<file path="config.mk">
export PLATFORM = sky130hd
export DESIGN_NAME = memc_bist_ctrl
export DESIGN_NICKNAME = d
export VERILOG_FILES = /design/src/rtl/memc_bist_ctrl.sv
export SDC_FILE = /design/constraint.sdc
export NUM_CORES = 1
export LEC_CHECK = 0
export CORE_MARGIN = 8
export CORE_UTILIZATION = 38
export CTS_CLUSTER_DIAMETER = 60
export DETAILED_ROUTE_END_ITERATION = 12
export PLACE_DENSITY = 0.8
export SKIP_CTS_REPAIR_TIMING = 1
export SYNTH_ARGS = -nofsm -noshare
export SYNTH_HDL_FRONTEND = slang
export SYNTH_SLANG_ARGS = --single-unit
</file>
<file path="constraint.sdc">
create_clock -name memc_clk -period 1.9 [get_ports memc_clk]
set_input_delay 0.57 -clock memc_clk [delete_from_list [all_inputs] [get_ports memc_clk]]
set_output_delay 0.57 -clock memc_clk [all_outputs]
set_load 0.05 [all_outputs]
</file>
<file path="src/rtl/memc_bist_ctrl.sv">
// ============================================================================
// memc_bist_ctrl : single-port BRAM request front-end with a post-reset
// two-pattern march self-test, built in when MEMC_BIST_EN is defined.
// Revision: 1.0
// ============================================================================
`default_nettype none

module memc_bist_ctrl #(
  parameter int unsigned DATA_WIDTH     = 8,
  parameter int unsigned ADDR_WIDTH     = 16,
  parameter int unsigned BIST_LAST_ADDR = 2**ADDR_WIDTH-1
) (
  input  logic                  memc_clk,
  input  logic                  memc_reset,
  input  logic                  memc_req,
  input  logic                  memc_we,
  input  logic [ADDR_WIDTH-1:0] memc_addr,
  input  logic [DATA_WIDTH-1:0] memc_wr_data,
  output logic [DATA_WIDTH-1:0] memc_rd_data,
  output logic                  memc_rd_valid,
  output logic                  memc_busy,
  output logic                  bist_done,
  output logic                  bist_error,
  output logic [ADDR_WIDTH-1:0] bist_fail_addr,
  output logic                  bram_rd_enable,
  output logic                  bram_wr_enable,
  output logic [ADDR_WIDTH-1:0] bram_addr,
  output logic [DATA_WIDTH-1:0] bram_wr_data,
  input  logic [DATA_WIDTH-1:0] bram_rd_data
);

  if ((DATA_WIDTH < 2) || (DATA_WIDTH % 2 != 0) ||
      (BIST_LAST_ADDR > 2**ADDR_WIDTH-1)) begin : g_param_check
    $error("memc_bist_ctrl: illegal DATA_WIDTH or BIST_LAST_ADDR");
  end

`ifdef MEMC_BIST_EN
  localparam int unsigned SW = 11;
`else
  localparam int unsigned SW = 4;
`endif

  localparam logic [SW-1:0] S_IDLE      = SW'(1);
  localparam logic [SW-1:0] S_READ      = SW'(2);
  localparam logic [SW-1:0] S_READ_WAIT = SW'(4);
  localparam logic [SW-1:0] S_WRITE     = SW'(8);
`ifdef MEMC_BIST_EN
  localparam logic [SW-1:0] S_ERROR     = SW'(16);
  localparam logic [SW-1:0] S_WR1       = SW'(32);
  localparam logic [SW-1:0] S_RD1       = SW'(64);
  localparam logic [SW-1:0] S_CHK1      = SW'(128);
  localparam logic [SW-1:0] S_WR2       = SW'(256);
  localparam logic [SW-1:0] S_RD2       = SW'(512);
  localparam logic [SW-1:0] S_CHK2      = SW'(1024);
  localparam logic [SW-1:0] S_START     = S_WR1;
  localparam logic [SW-1:0] WR_MASK     = S_WR1 | S_WR2 | S_WRITE;
  localparam logic [SW-1:0] RD_MASK     = S_RD1 | S_RD2 | S_READ;
  localparam logic [DATA_WIDTH-1:0] PATT_A    = {(DATA_WIDTH/2){2'b01}};
  localparam logic [DATA_WIDTH-1:0] PATT_B    = ~PATT_A;
  localparam logic [ADDR_WIDTH-1:0] LAST_ADDR = ADDR_WIDTH'(BIST_LAST_ADDR);
`else
  localparam logic [SW-1:0] S_START     = S_IDLE;
  localparam logic [SW-1:0] WR_MASK     = S_WRITE;
  localparam logic [SW-1:0] RD_MASK     = S_READ;
`endif

  logic [SW-1:0]         state_q, state_d;
  logic                  busy_q, busy_d;
  logic                  rd_valid_q, rd_valid_d;
  logic [DATA_WIDTH-1:0] rd_data_q, rd_data_d;
  logic                  bram_rd_en_q, bram_rd_en_d;
  logic                  bram_wr_en_q, bram_wr_en_d;
  logic [ADDR_WIDTH-1:0] bram_addr_q, bram_addr_d;
  logic [DATA_WIDTH-1:0] bram_wr_data_q, bram_wr_data_d;
  logic                  bist_done_q, bist_done_d;
  logic                  bist_error_q, bist_error_d;
  logic [ADDR_WIDTH-1:0] fail_addr_q, fail_addr_d;

  // Strobes and busy are decoded from the next state so every output is a flop
  // that lines up with the state it belongs to.
  always_comb begin
    state_d        = state_q;
    bram_addr_d    = bram_addr_q;
    bram_wr_data_d = bram_wr_data_q;
    rd_data_d      = rd_data_q;
    rd_valid_d     = 1'b0;
`ifdef MEMC_BIST_EN
    bist_done_d    = bist_done_q;
    bist_error_d   = bist_error_q;
    fail_addr_d    = fail_addr_q;
`else
    bist_done_d    = 1'b1;
    bist_error_d   = 1'b0;
    fail_addr_d    = '0;
`endif
    case (state_q)
      S_IDLE: begin
        if (memc_req) begin
          state_d        = memc_we ? S_WRITE : S_READ;
          bram_addr_d    = memc_addr;
          bram_wr_data_d = memc_wr_data;
        end
      end
      S_READ:      state_d = S_READ_WAIT;
      S_READ_WAIT: begin
        rd_data_d  = bram_rd_data;
        rd_valid_d = 1'b1;
        state_d    = S_IDLE;
      end
      S_WRITE:     state_d = S_IDLE;
`ifdef MEMC_BIST_EN
      S_WR1:       state_d = S_RD1;
      S_RD1:       state_d = S_CHK1;
      S_CHK1: begin
        if (bram_rd_data != PATT_A) begin
          state_d      = S_ERROR;
          bist_done_d  = 1'b1;
          bist_error_d = 1'b1;
          fail_addr_d  = bram_addr_q;
        end else begin
          state_d        = S_WR2;
          bram_wr_data_d = PATT_B;
        end
      end
      S_WR2:       state_d = S_RD2;
      S_RD2:       state_d = S_CHK2;
      S_CHK2: begin
        if (bram_rd_data != PATT_B) begin
          state_d      = S_ERROR;
          bist_done_d  = 1'b1;
          bist_error_d = 1'b1;
          fail_addr_d  = bram_addr_q;
        end else if (bram_addr_q == LAST_ADDR) begin
          state_d     = S_IDLE;
          bist_done_d = 1'b1;
        end else begin
          state_d        = S_WR1;
          bram_addr_d    = bram_addr_q + ADDR_WIDTH'(1);
          bram_wr_data_d = PATT_A;
        end
      end
      S_ERROR:     state_d = S_ERROR;
`endif
      default: begin
        // All-zero state only exists between reset release and the first edge.
        state_d = S_START;
`ifdef MEMC_BIST_EN
        bram_addr_d    = '0;
        bram_wr_data_d = PATT_A;
`endif
      end
    endcase
    bram_wr_en_d = (state_d & WR_MASK) != '0;
    bram_rd_en_d = (state_d & RD_MASK) != '0;
    busy_d       = (state_d != S_IDLE);
  end

  always_ff @(posedge memc_clk or negedge memc_reset) begin
    if (!memc_reset) begin
      state_q        <= '0;
      busy_q         <= 1'b1;
      rd_valid_q     <= 1'b0;
      rd_data_q      <= '0;
      bram_rd_en_q   <= 1'b0;
      bram_wr_en_q   <= 1'b0;
      bram_addr_q    <= '0;
      bram_wr_data_q <= '0;
      bist_done_q    <= 1'b0;
      bist_error_q   <= 1'b0;
      fail_addr_q    <= '0;
    end else begin
      state_q        <= state_d;
      busy_q         <= busy_d;
      rd_valid_q     <= rd_valid_d;
      rd_data_q      <= rd_data_d;
      bram_rd_en_q   <= bram_rd_en_d;
      bram_wr_en_q   <= bram_wr_en_d;
      bram_addr_q    <= bram_addr_d;
      bram_wr_data_q <= bram_wr_data_d;
      bist_done_q    <= bist_done_d;
      bist_error_q   <= bist_error_d;
      fail_addr_q    <= fail_addr_d;
    end
  end

  assign memc_rd_data   = rd_data_q;
  assign memc_rd_valid  = rd_valid_q;
  assign memc_busy      = busy_q;
  assign bist_done      = bist_done_q;
  assign bist_error     = bist_error_q;
  assign bist_fail_addr = fail_addr_q;
  assign bram_rd_enable = bram_rd_en_q;
  assign bram_wr_enable = bram_wr_en_q;
  assign bram_addr      = bram_addr_q;
  assign bram_wr_data   = bram_wr_data_q;

endmodule

`default_nettype wire
</file>
# Yosys cells after proc, flatten, opt, wreduce, memory -nomap -nowiden
# Cells that the tools add are included.
[totals] out_inout_bits=54 input_bits=36 ff_bits=41 wordCells=18
[classes] reduce_logical=1 n_eq_ne=4 mux=4
[op_table] operator="two-way mux 4 bit" n=2
[op_table] operator="case mux 4 bit (2 select lines)" n=1
[op_table] operator="== test 4 x 1 -> 1 bit (second input constant)" n=1
[op_table] operator="== test 4 x 2 -> 1 bit (second input constant)" n=1
[op_table] operator="== test 4 x 3 -> 1 bit (second input constant)" n=1
[op_table] operator="!= test 4 x 1 -> 1 bit (second input constant)" n=1
[op_table] operator="AND reduction 2 bit" n=1
[op_table] operator="two-way mux 1 bit" n=1

# Logic depth before layout (Yosys ltp)
# Gate-level depths: netlist of the first run.
[logic_depth] depth_word=4 mapped_depth=4 mapped_depth_nobuf=3

# Least setup slack after synthesis of the first run
# No wires, ideal clock.
[synth_path] path_type="register -> register" start="reg state_q[1]" end="reg bram_addr_q[0] (netlist: bram_addr[0])" t_required_ps=1775 t_arrival_ps=1770 setup_ps=125 synth_period_minus_slack_ps=1895 path_stages_with_launch=4 path_slack_ps=5 path_buffers=1 cell_sequence="dfrtp_1 -> nor4_4 -> buf_6 -> mux2_2"
[synth_between] elab_chain_len=2
[synth_lines] item="from (decl)" line="67" rtl="logic [SW-1:0] state_q, state_d;"
[synth_lines] item="from (signal assigned)" line="172" rtl="state_q <= state_d;"
[synth_lines] item="== test 4 x 1 -> 1 bit" line="96" rtl="case (state_q)"
[synth_lines] item="AND reduction 2 bit (no source line)"
[synth_lines] item="to (signal assigned)" line="178" rtl="bram_addr_q <= bram_addr_d;"
[synth_lines] item="to (decl)" line="73" rtl="logic [ADDR_WIDTH-1:0] bram_addr_q, bram_addr_d;"
# No other way between the ends.
# A chain may end at the register's enable or synchronous reset.

# Worst setup path after layout of the first run
[layout_path] start="in memc_req" end="reg bram_addr_q[8] (netlist: bram_addr[8])"
[layout_between] elab_chain_len=1
[layout_lines] item="from (decl)" line="15" rtl="input logic memc_req,"
[layout_lines] item="AND reduction 2 bit (no source line)"
# No other way between the ends.

==> results.tsv, run 1 <==
stage	metric	value	unit
floorplan	die-area	0.006462	mm²
critical_path	criticalPathCategory	primary input to flip-flop	
critical_path	start_kind	primary input	
critical_path	worstPathRequired	2070	ps
critical_path	slowest_stage	clkdlybuf4s50_1	
floorplan	core	0.004000	mm²
synthesis	seq_area_frac_synth	62.03	%
worst_hold_path	hp-class	primary input to async pin	
cts	ctsHtreeMaxLevel	2	
synthesis	synth_seq_cells	39	
critical_path	crit_arrival	1890	ps
pwr	power	3.923	mW
global_routing	antenna_found_initial	0	
cells_and_area	nets	214	
pwr	p_per_area	1658	mW/mm²
timing	clock_skew	7.063	ps
timing	max_freq	580.5	MHz
pwr	p_seq_share	32.2	%
pwr	p_switching	1.729	mW
timing	fin_tns_setup	0	ps
critical_path	r2r_setup_slack	260	ps
cts	cts_root_buffer	clkbuf_8	
pwr	p_clk_share	17.8	%
floorplan	start_util	39.38	%
synthesis	syn_area	0.001575	mm²
placement	gp_congestion	0.7587	
pwr	vdd_ir_drop_max	670.8	µV
timing	period_minus_slack	1723	ps
placement	io_buffer_count	72	
pwr	p_comb_share	50.0	%
timing	maxSlewHeadroom	59.01	%
pwr	swShare	44.06	%
cells_and_area	area_growth_syn_to_layout	50.20	%
global_routing	grt.met2_usage	18.36	%
cts	cts_buffers	5	
status	status	complete, no violations	
drt	routedWlPerCell	16.12	µm
cts	cts.path.max_buffers	2	
timing	fin_ws	177.2	ps
drt	drtIter0Drc	16	
drt	via_count	1012	
floorplan	die_w	80.39	µm
drt	vias_per_cell	4.419	
critical_path	cp-end-kind	flip-flop	
global_routing	grt_pass1_wl	5.720	mm
placement	dpl_worst_slack	-124.3	ps
cts	clk_latency	290	ps
synthesis	syn_avg_cell_area	15.75	µm²
synthesis	yosys_warnings	0	
critical_path	crit_chain	clkdlybuf4s50_1 -> nand2_1 -> nor4_4 -> buf_12 -> mux2_2	
cts	clock_sinks	39	
floorplan	die_y	80.39	µm
critical_path	ff2ff_path_depth	2	
timing	worst_hold_slack	231.1	ps
placement	hpwl	2.901	mm
flow_run	drv_cap	0	
critical_path	critPathMaxFanout	28	
timing	fin_crit_sh	90.67	%
global_routing	grt_pass1_vias	1142	
drt	wirelength	3.691	mm
synthesis	synth_cell_types	14	
global_routing	grt_max_degree	29	
cells_and_area	n_fill_cell	342	
floorplan	ioPinCount	90	
pwr	internal_power	2.194	mW
global_routing	grt.busiest_layer	met2	
cells_and_area	layout-drive-gt1-share	46.93	%
drt	drc	0	
cts	tritoncts	done	
cells_and_area	utilization	59.15	%
timing	tightest_slew	612.3	ps
critical_path	cp_slowest_stage_delay	450	ps
timing	slew_violations	0	
cts	clk_pin_slew	80	ps
timing	hold_viol_final	0	
pwr	power_leakage	1.093	nW
floorplan	rows	23	
drt	drtAntennaViolNets	0	
global_routing	grt-ovfl-total	0	
global_routing	grt_use_met3	6.920	%
global_routing	grt.total_usage	11.58	%
global_routing	use_met1	12.10	%
cells_and_area	num_antenna_cells	0	
drt	first_pass_iters	4	
timing	finalSetupViolCount	0	
timing	rsz0062_at_grt	no	
synthesis	netlist_instances	100	
==> path summary, 6_finish.rpt <==
path                                 startpoint              end
worst max register to register       state_q[1]  memc_rd_data[2]
worst max-delay path                   memc_req     bram_addr[8]
worst min register to register  memc_rd_data[6]  memc_rd_data[6]
min in group memc_clk           memc_rd_data[6]  memc_rd_data[6]
max in group asynchronous            memc_reset  memc_rd_data[4]
worst min-delay path                 memc_reset       state_q[0]
==> metrics by stage <==
stage,instances,instance area [µm²]
6_report,229,2366
3_3_place_gp,221,2248
4_1_cts,229,2366
3_5_place_dp,221,2248
5_1_grt,229,2366
2_1_floorplan,116,1635
==> logic make-up after synthesis <==
logic type	count (synthesis)	synth area share, %
flops	39	62.03
mux	32	22.88
buf+inv	19	9.531
simple gates	8	5.084
other cells	2	0.4767
==> registers in the layout, indices dropped and copies added (netlist names) <==
signal / flops
memc_busy: 1
bram_wr_data: 8
bram_addr: 16
memc_rd_data: 8
state_q: 3
bram_wr_enable: 1
bist_done: 1
memc_rd_valid: 1
==> cells in the mapped netlist, drive strengths merged <==
cell,number,area [µm²]
and2,1,6.260
nand2,1,3.750
dfstp,1,26.28
nor2,1,3.750
dfrtp,38,950.9
conb,2,7.510
mux2,32,360.4
nor4,1,21.27
nor4b,2,32.53
nor2b,1,6.260
or2,1,6.260
buf,19,150.1
==> layer usage <==
metal | up-vias | wire length [µm]
li1 | 461 | -
met1 | 482 | 1379
met2 | 65 | 1699
met3 | 4 | 561
met4 | 0 | 51
met5 | - | 0
==> power groups by stage <==
stage	clock network (mW)	registers (mW)	logic (mW)
finish	0.699	1.26	1.96
global route	0.770	1.30	2.03
CTS	0.728	1.27	1.99
detailed placement	0	1.28	1.99
global placement	0	1.26	1.96
floorplan	0	2.21	0.413
==> worst max-delay path, delay by kind of cell <==
family / cells / cell delay (ps)
simple gates: 2 / 280
mux: 1 / 350
buf+inv: 2 / 680
==> layout by cell type (no fill, tap or decap) <==
cell type and instances:
dfstp_2 1, bufinv_16 1, buf_2 1, conb_1 18, buf_4 34, nor4b_1 1
nor2b_1 1, nand2_1 1, or2_2 1, clkbuf_8 6, and2_1 1, clkinv_2 1
nor4_4 1, buf_12 5, mux2_2 32, nor2_1 1, dfrtp_1 38, clkdlybuf4s50_1 34
nor4b_4 1
==> final cells by class <==
class | count | area, µm² | share of cell area, %
timing repair buffer | 74 | 700.7 | 29.61
clock inverter | 2 | 35.03 | 1.481
clock buffer | 6 | 82.58 | 3.490
tap | 50 | 62.56 | 2.644
sequential | 39 | 977.2 | 41.30
multi-input combinational | 58 | 508.0 | 21.47
Power figures use the tool's default switching activity.
==> inputs of run 2 (changes only) <==
--- a/config.mk
+++ b/config.mk
@@ -9,7 +9,7 @@
 export CORE_UTILIZATION = 38
 export CTS_CLUSTER_DIAMETER = 60
 export DETAILED_ROUTE_END_ITERATION = 12
-export PLACE_DENSITY = 0.8
+export PLACE_DENSITY = 0.83
 export SKIP_CTS_REPAIR_TIMING = 1
 export SYNTH_ARGS = -nofsm -noshare
 export SYNTH_HDL_FRONTEND = slang
==> run 2 against run 1 <==
  * First-iteration DRC count is 56% lower
  * Sequential share of layout area is 0.82 points higher
  * Setup slack worse by 28 ps
  * Critical path type unchanged
  * Critical endpoint is now bram_wr_data[5]
  * Largest cell class unchanged
  * Highest routed layer unchanged
==> results.tsv, run 2 (same netlist as run 1, synthesis figures left out) <==
stage	metric	value	unit
cts	clock_sinks	39	
cts	clk_latency	280	ps
pwr	p_seq_share	33.8	%
timing	rsz0062_at_grt	no	
drt	drc	0	
global_routing	grt_pass1_vias	1154	
cells_and_area	num_antenna_cells	0	
timing	slew_violations	0	
floorplan	ioPinCount	90	
cts	cts.path.max_buffers	2	
cts	cts_buffers	5	
floorplan	core	0.004000	mm²
drt	met1_length	1.076	mm
drt	via_count	1040	
pwr	swShare	45.73	%
floorplan	rows	23	
pwr	p_clk_share	13.7	%
pwr	internal_power	2.021	mW
timing	maxSlewHeadroom	60.20	%
critical_path	cp_num_buf_inv	2	
worst_hold_path	hp-class	primary input to async pin	
placement	hpwl	2.979	mm
critical_path	crit_family	buffers and inverters	
floorplan	die-area	0.006462	mm²
timing	hold_viol_final	0	
floorplan	die_w	80.39	µm
cells_and_area	utilization	57.99	%
global_routing	grt_max_degree	23	
cells_and_area	largest_register_ffs	16	
floorplan	die_y	80.39	µm
critical_path	critPathMaxFanout	18	
timing	clock_skew	5.006	ps
drt	wirelength	3.574	mm
global_routing	antenna_found_initial	0	
timing	finalSetupViolCount	0	
global_routing	grt.total_usage	11.20	%
cells_and_area	n_fill_cell	334	
critical_path	criticalPathCategory	primary input to flip-flop	
cells_and_area	nets	216	
critical_path	slowest_stage	clkdlybuf4s50_1	
critical_path	r2r_setup_slack	280	ps
drt	vias_per_cell	4.502	
drt	top_layer	met4	
cells_and_area	final_cells	231	
pwr	p_switching	1.703	mW
global_routing	grt-ovfl-total	0	
critical_path	cp-end-kind	flip-flop	
pwr	vdd_ir_drop_max	978.4	µV
placement	dpl-instance-area	0.002238	mm²
timing	tightest_slew	594.5	ps
pwr	power_leakage	1.075	nW
timing	fin_crit_sh	92.16	%
critical_path	start_kind	primary input	
timing	period_minus_slack	1751	ps
drt	first_pass_iters	2	
cells_and_area	multi_input_area	508.0	µm²
drt	met3_wirelength	521	µm
cts	clk_pin_slew	70	ps
pwr	p_comb_share	52.5	%
cells_and_area	final_cell_mix	dfrtp_1 (38), buf_4 (38), clkdlybuf4s50_1 (34), mux2_2 (32), conb_1 (18)	
status	status	complete, no violations	
cells_and_area	layout-drive-gt1-share	46.41	%
cells_and_area	area_growth_syn_to_layout	47.26	%
placement	numPlacedInstances	223	
placement	gp_congestion	0.6920	
floorplan	start_util	39.38	%
timing	worst_hold_slack	232.9	ps
pwr	power	3.724	mW
critical_path	r2r_start	state_q[1]	
flow_run	drv_cap	0	
cts	tritoncts	done	
cts	ctsHtreeMaxLevel	2	
critical_path	cp_slowest_stage_delay	450	ps
timing	max_freq	571.1	MHz
drt	routedWlPerCell	15.47	µm
pwr	p_per_area	1605	mW/mm²
placement	io_buffer_count	72	
cells_and_area	final_cell_area	0.002320	mm²
critical_path	crit_chain	clkdlybuf4s50_1 -> nand2_1 -> nor4_4 -> buf_4 -> mux2_2	
drt	wl_met2	1.838	mm
critical_path	startpoint	memc_req	
critical_path	crit_arrival	1910	ps
drt	drtAntennaViolNets	0	
cts	cts_root_buffer	clkbuf_8	
drt	drtIter0Drc	7	
cells_and_area	seqCellArea	977.2	µm²
global_routing	grt_pass1_wl	5.575	mm
critical_path	worstPathRequired	2060	ps
==> run 2: cell count changes in the layout (fill, tap and decap cells not counted) <==
| cell | before | now |
|---|---|---|
| clkbuf_1 | 0 | 2 |
| buf_4 | 34 | 38 |
| clkbuf_8 | 6 | 5 |
| buf_12 | 5 | 3 |
| bufinv_16 | 1 | 0 |
==> run 2: metrics by stage <==
| stage | setup WS, ps | TNS [ps] |
|---|---|---|
| 2_1_floorplan | 5.478 | 0 |
| 3_3_place_gp | -101.3 | -1847 |
| 3_5_place_dp | -156.6 | -2921 |
| 4_1_cts | 140.9 | 0 |
| 5_1_grt | 128.6 | 0 |
| 6_report | 148.9 | 0 |
==> run 2: final cells by class <==
type / instances / share of cell area (%)
tap: 50 / 2.697
timing repair buffer: 76 / 29.77
multi-input combinational: 58 / 21.90
sequential: 39 / 42.13
clock inverter: 1 / 0.2158
clock buffer: 7 / 3.290
==> run 2: routing by layer <==
metal  up-vias  track usage [%]
met5         -                0
met4         0            6.000
met3        12            6.808
met2        62            19.65
met1       501            9.579
li1        465                -
==> run 2: worst paths after layout <==
| check | to | cells after the start |
|---|---|---|
| setup / recovery | bram_wr_data[5] | 5 |
| hold / removal | memc_rd_data[0] | 1 |
| setup reg to reg | memc_rd_data[3] | 2 |
| hold reg to reg | memc_rd_data[0] | 1 |
| max in group asynchronous | bram_wr_data[4] | 2 |
| min in group memc_clk | memc_rd_data[0] | 1 |
==> run 2: power by group through the flow <==
stage	Clock [mW]	Sequential, mW	Combinational, mW
final	0.511	1.26	1.95
after global routing	0.574	1.30	2.03
after CTS	0.530	1.26	1.98
after detailed placement	0	1.28	1.98
after global placement	0	1.26	1.95
after floorplan	0	2.21	0.413
==> run 2: worst reg2reg max path: cells and delay by family (launching register included) <==
family | cells | cell delay [ps]
simple gates | 1 | 620
flops | 1 | 470
mux | 1 | 410
==> inputs of run 3 (changes only) <==
--- a/config.mk
+++ b/config.mk
@@ -6,10 +6,10 @@
 export NUM_CORES = 1
 export LEC_CHECK = 0
 export CORE_MARGIN = 8
-export CORE_UTILIZATION = 38
+export CORE_UTILIZATION = 25
 export CTS_CLUSTER_DIAMETER = 60
 export DETAILED_ROUTE_END_ITERATION = 12
-export PLACE_DENSITY = 0.83
+export PLACE_DENSITY = 0.6
 export SKIP_CTS_REPAIR_TIMING = 1
 export SYNTH_ARGS = -nofsm -noshare
 export SYNTH_HDL_FRONTEND = slang
==> run 3 against run 2 <==
  * Via count fell by 1.3%
  * Largest cell class unchanged
  * Fmax barely moved
  * Register-to-register slack improved by 30 ps
  * Cell count rose by 12%
  * Total power rose by 1.8%
  * Worst hold slack improved by 15 ps
  * Clock skew rose by 2.3 ps
  * Combinational power barely moved
  * Largest power group unchanged
  * Global-route usage fell by 3.2 points
  * Flip-flop and latch count did not move
  * Routed wire length rose by 1.6%
  * Sequential share of layout area fell by 1.2 points
==> results.tsv, run 3 (same netlist as run 1, synthesis figures left out) <==
stage	metric	value	unit
status	status	complete, no violations	
critical_path	cp_slowest_stage_delay	470	ps
placement	gp_congestion	0.6971	
global_routing	grt-ovfl-total	0	
cells_and_area	final_cell_area	0.002389	mm²
pwr	vdd_ir_drop_max	664.0	µV
timing	worst_hold_slack	248.3	ps
critical_path	slowest_stage	clkdlybuf4s50_1	
cts	clk_pin_slew	80	ps
critical_path	worstPathRequired	2080	ps
global_routing	grt_max_degree	40	
critical_path	crit_arrival	1930	ps
global_routing	use_met1	9.134	%
pwr	p_switching	1.726	mW
timing	fin_crit_sh	92.23	%
drt	via_count	1027	
floorplan	rows	29	
cts	clock_sinks	39	
timing	hold_viol_final	0	
global_routing	grt.met2_usage	11.62	%
global_routing	grt.total_usage	7.991	%
timing	period_minus_slack	1752	ps
critical_path	cp-end-kind	flip-flop	
pwr	p_clk_share	15.1	%
timing	finalSetupViolCount	0	
cts	clk_latency	290	ps
timing	slew_violations	0	
floorplan	die_w	95.38	µm
placement	io_buffer_count	72	
critical_path	cp_num_buf_inv	2	
pwr	internal_power	2.067	mW
drt	vias_per_cell	3.981	
drt	routedWlPerCell	14.08	µm
pwr	swShare	45.50	%
timing	fin_ws	147.7	ps
placement	dpl-instance-area	0.002297	mm²
critical_path	crit_family	buffers and inverters	
critical_path	criticalPathCategory	primary input to flip-flop	
cts	cts_buffers	5	
cts	cts.path.max_buffers	2	
cells_and_area	final_common_cell	dfrtp_1	
cells_and_area	layout-drive-gt1-share	46.96	%
worst_hold_path	hp-class	primary input to async pin	
critical_path	critPathMaxFanout	8	
drt	drtIter0Drc	13	
global_routing	grt_pass1_vias	1164	
cells_and_area	n_fill_cell	611	
cts	tritoncts	done	
cts	cts_root_buffer	clkbuf_8	
floorplan	ioPinCount	90	
global_routing	antenna_found_initial	0	
flow_run	drv_cap	0	
global_routing	grt_pass1_wl	5.630	mm
drt	drc	0	
drt	wirelength	3.632	mm
cells_and_area	num_antenna_cells	0	
drt	drtAntennaViolNets	0	
critical_path	start_kind	primary input	
critical_path	crit_chain	clkdlybuf4s50_1 -> nand2_1 -> nor4_4 -> buf_4 -> mux2_2	
cells_and_area	area_growth_syn_to_layout	51.63	%
timing	max_freq	570.7	MHz
global_routing	grt_use_met3	5.984	%
pwr	p_seq_share	33.2	%
pwr	p_per_area	1588	mW/mm²
global_routing	grt.busiest_layer	met2	
cts	ctsHtreeMaxLevel	2	
placement	hpwl	2.854	mm
cells_and_area	nets	216	
placement	dpl_worst_slack	-172.3	ps
floorplan	start_util	25.39	%
floorplan	die-area	0.009097	mm²
timing	clock_skew	7.313	ps
timing	rsz0062_at_grt	no	
drt	first_pass_iters	4	
floorplan	core	0.006205	mm²
cells_and_area	final_cell_mix	dfrtp_1 (38), buf_4 (36), clkdlybuf4s50_1 (34), mux2_2 (32), conb_1 (18)	
pwr	p_comb_share	51.8	%
pwr	power_leakage	1.090	nW
cells_and_area	largest_register_ffs	16	
floorplan	die_y	95.38	µm
## run 3: metal layers
metal / wire (µm) / share of wire (%)
met1: 1411 / 39
met4: 27 / 0.74
met2: 1489 / 41
met5: 0 / 0
met3: 704 / 19
## run 3: stage by stage
stage          util, %  instances  power, mW  TNS (ps)
5_1_grt          38.50        258      3.988         0
3_3_place_gp     37.02        250      3.248     -2360
4_1_cts          38.50        258      3.859         0
3_5_place_dp     37.02        250      3.266     -3711
2_1_floorplan        -        116      2.618         0
6_report         38.50        258      3.793         0
## run 3: cell type report
type	count	area [µm²]	area share [%]
clock inverters	1	5.005	0.2095
well taps	77	96.34	4.034
multi-input cells	58	508.0	21.27
flip-flops and latches	39	977.2	40.91
repair buffers	76	715.7	29.96
clock buffers	7	86.33	3.614
## run 3: final timing paths
kind	start	to	slack, ps	depth (start not counted)
worst max-delay path	memc_req	bram_wr_data[1]	150	5
worst min-delay path	memc_reset	bram_wr_data[7]	250	2
worst max register to register	state_q[1]	bram_wr_data[1]	310	3
worst min register to register	memc_rd_data[5]	memc_rd_data[5]	510	1
max in group asynchronous	memc_reset	memc_busy	1390	2
min in group memc_clk	memc_rd_data[5]	memc_rd_data[5]	510	1
## run 3: power by group through the flow
stage | Clock [mW] | Sequential (mW) | Combinational [mW]
3_5_place_dp | 0 | 1.27 | 1.99
3_3_place_gp | 0 | 1.27 | 1.98
4_1_cts | 0.605 | 1.26 | 1.99
6_report | 0.571 | 1.26 | 1.96
2_1_floorplan | 0 | 2.21 | 0.413
5_1_grt | 0.636 | 1.30 | 2.05
## run 3: worst register-to-register path: cells and delay by family, from the launching register on
family / cells / cell delay [ps]
multiplexers: 1 / 350
AND/OR/NAND/NOR: 1 / 400
flip-flops: 1 / 500
buffers and inverters: 1 / 240
==> patch: new RTL, config.mk and constraints of run 3 <==
Register the output `bram_addr` once more, without a reset; this adds one clock of latency there. The other outputs are not delayed to match.
--- a/src/rtl/memc_bist_ctrl.sv
+++ b/src/rtl/memc_bist_ctrl.sv
@@ -192,5 +192,7 @@
   assign bram_rd_enable = bram_rd_en_q;
   assign bram_wr_enable = bram_wr_en_q;
-  assign bram_addr      = bram_addr_q;
+  always_ff @(posedge memc_clk) begin
+    bram_addr <= bram_addr_q;
+  end
   assign bram_wr_data   = bram_wr_data_q;
 
Check against the original RTL: not equivalent (a bounded check fails within 4 cycles, from zero or initial values and one cycle with memc_reset low).
==> patch against run 3 <==
Wire length grew 11%. Largest power group unchanged. Critical path type unchanged. Die area grew 20%. Total power grew 21%. Cell area grew 19%. Sequential cell count grew 16. Synthesized area grew 25%. Highest routed layer unchanged. Setup slack lost 71 ps. Sequential share of layout area grew 4.9 points. Sequential power grew 39%. Clock power grew 35%.
==> patch: results (changes against run 3) <==
| Metric | Value |
|---|---|
| Leading cell types by total area after synthesis | `dfrtp_1 48%, dfxtp_1 16%, mux2_4 12%, mux2_2 9.2%, buf_4 6.5% (was dfrtp_1 60%, mux2_2 23%, buf_4 8.1%, dfstp_2 1.7%, nor4b_4 1.5%)` |
| Placed cell area | `2709 um2 (was 2297 um2)` |
| Reg-to-reg critical path startpoint | `state_q[2] (was state_q[1])` |
| Reg-to-reg slack, setup | `330 ps (was 310 ps)` |
| Layout cells sized above 1 | `0.4356 (was 0.4696)` |
| Multiplexer share of the synthesized area | `0.2140 (was 0.2288)` |
| Ys async rst share | `0.7091 (was 1.000)` |
| Final hold slack | `206.5 ps (was 248.3 ps)` |
| Fmax | `548.4 MHz (was 570.7 MHz)` |
| Max VDD drop | `555.4 uV (was 664.0 uV)` |
| Vias in the first global route | `1289 (was 1164)` |
| Critical path data arrival time | `2010 ps (was 1930 ps)` |
| Seq/Total Area, Yosys | `0.6605 (was 0.6203)` |
| Status | `complete, no violations (unchanged)` |
| Skew final | `10.81 ps (was 7.313 ps)` |
| Total Wirelength | `4029 um (was 3632 um)` |
| Routability cong. | `0.6975 (was 0.6971)` |
| Avg Synthesized Cell Area | `16.51 um2 (was 15.75 um2)` |
| R2r endpoint | `bram_addr_q[14] (was bram_wr_data[1])` |
| Dpl hpwl | `3197 um (was 2854 um)` |
| Post-Place Cells | `296 (was 250)` |
| Gr usage total | `0.07581 (was 0.07991)` |
| Largest net degree at the start of global routing | `21 (was 40)` |
| Post-synth top cells | `38 x dfrtp_1, 17 x buf_4, 16 x dfxtp_1, 16 x mux2_2, 16 x mux2_4 (was 38 x dfrtp_1, 32 x mux2_2, 17 x buf_4, 2 x buf_6, 2 x conb_1)` |
| Via density per instance | `3.750 (was 3.981)` |
==> patch: cell count changes in the layout (fill, tap and decap cells not counted), moves of 2 or more <==
cell     change
mux2_2      -16
inv_1        +2
mux2_4      +16
dfxtp_1     +16
buf_4        +2
==> patch: kinds of logic (layout without fill, tap and decap cells) <==
kind of cell,Yosys count,in the layout
simple gates,8,8
buf+inv,22,89
flops,55,55
other cells,2,18
mux,32,32
==> patch: power by group through the flow <==
stage | Sequential, mW | Combinational, mW | Clock, mW
2_1_floorplan | 2.70 | 0.509 | 0
3_3_place_gp | 1.77 | 2.06 | 0
3_5_place_dp | 1.78 | 2.08 | 0
4_1_cts | 1.76 | 2.07 | 0.810
5_1_grt | 1.81 | 2.13 | 0.864
6_report | 1.75 | 2.06 | 0.768
==> patch: metal layers <==
layer,track usage,vias to the layer above,share of wire
met4,0.02446,0,0.0087
met1,0.08663,562,0.40
li1,-,525,-
met3,0.03870,5,0.092
met2,0.1207,48,0.50
met5,0,-,0
==> patch: layout make-up <==
type / instances / area, um2
tap: 102 / 127.6
clock buffer: 5 / 68.82
fill: 766 / 4852
clock inverter: 3 / 43.79
timing repair buffer: 79 / 737.0
multi-input combinational: 58 / 553.0
sequential: 55 / 1297
inverter: 2 / 7.507
==> patch: worst max path at each step <==
stage                         startpoint               to  cells past startpoint
after global routing            memc_req  bram_addr_q[14]                      5
after detailed placement        memc_req  bram_addr_q[12]                      5
final                           memc_req  bram_addr_q[14]                      5
after floorplan           bram_wr_enable   bram_addr_q[0]                      4
after global placement          memc_req   bram_addr_q[3]                      5
after CTS                       memc_req  bram_addr_q[14]                      5
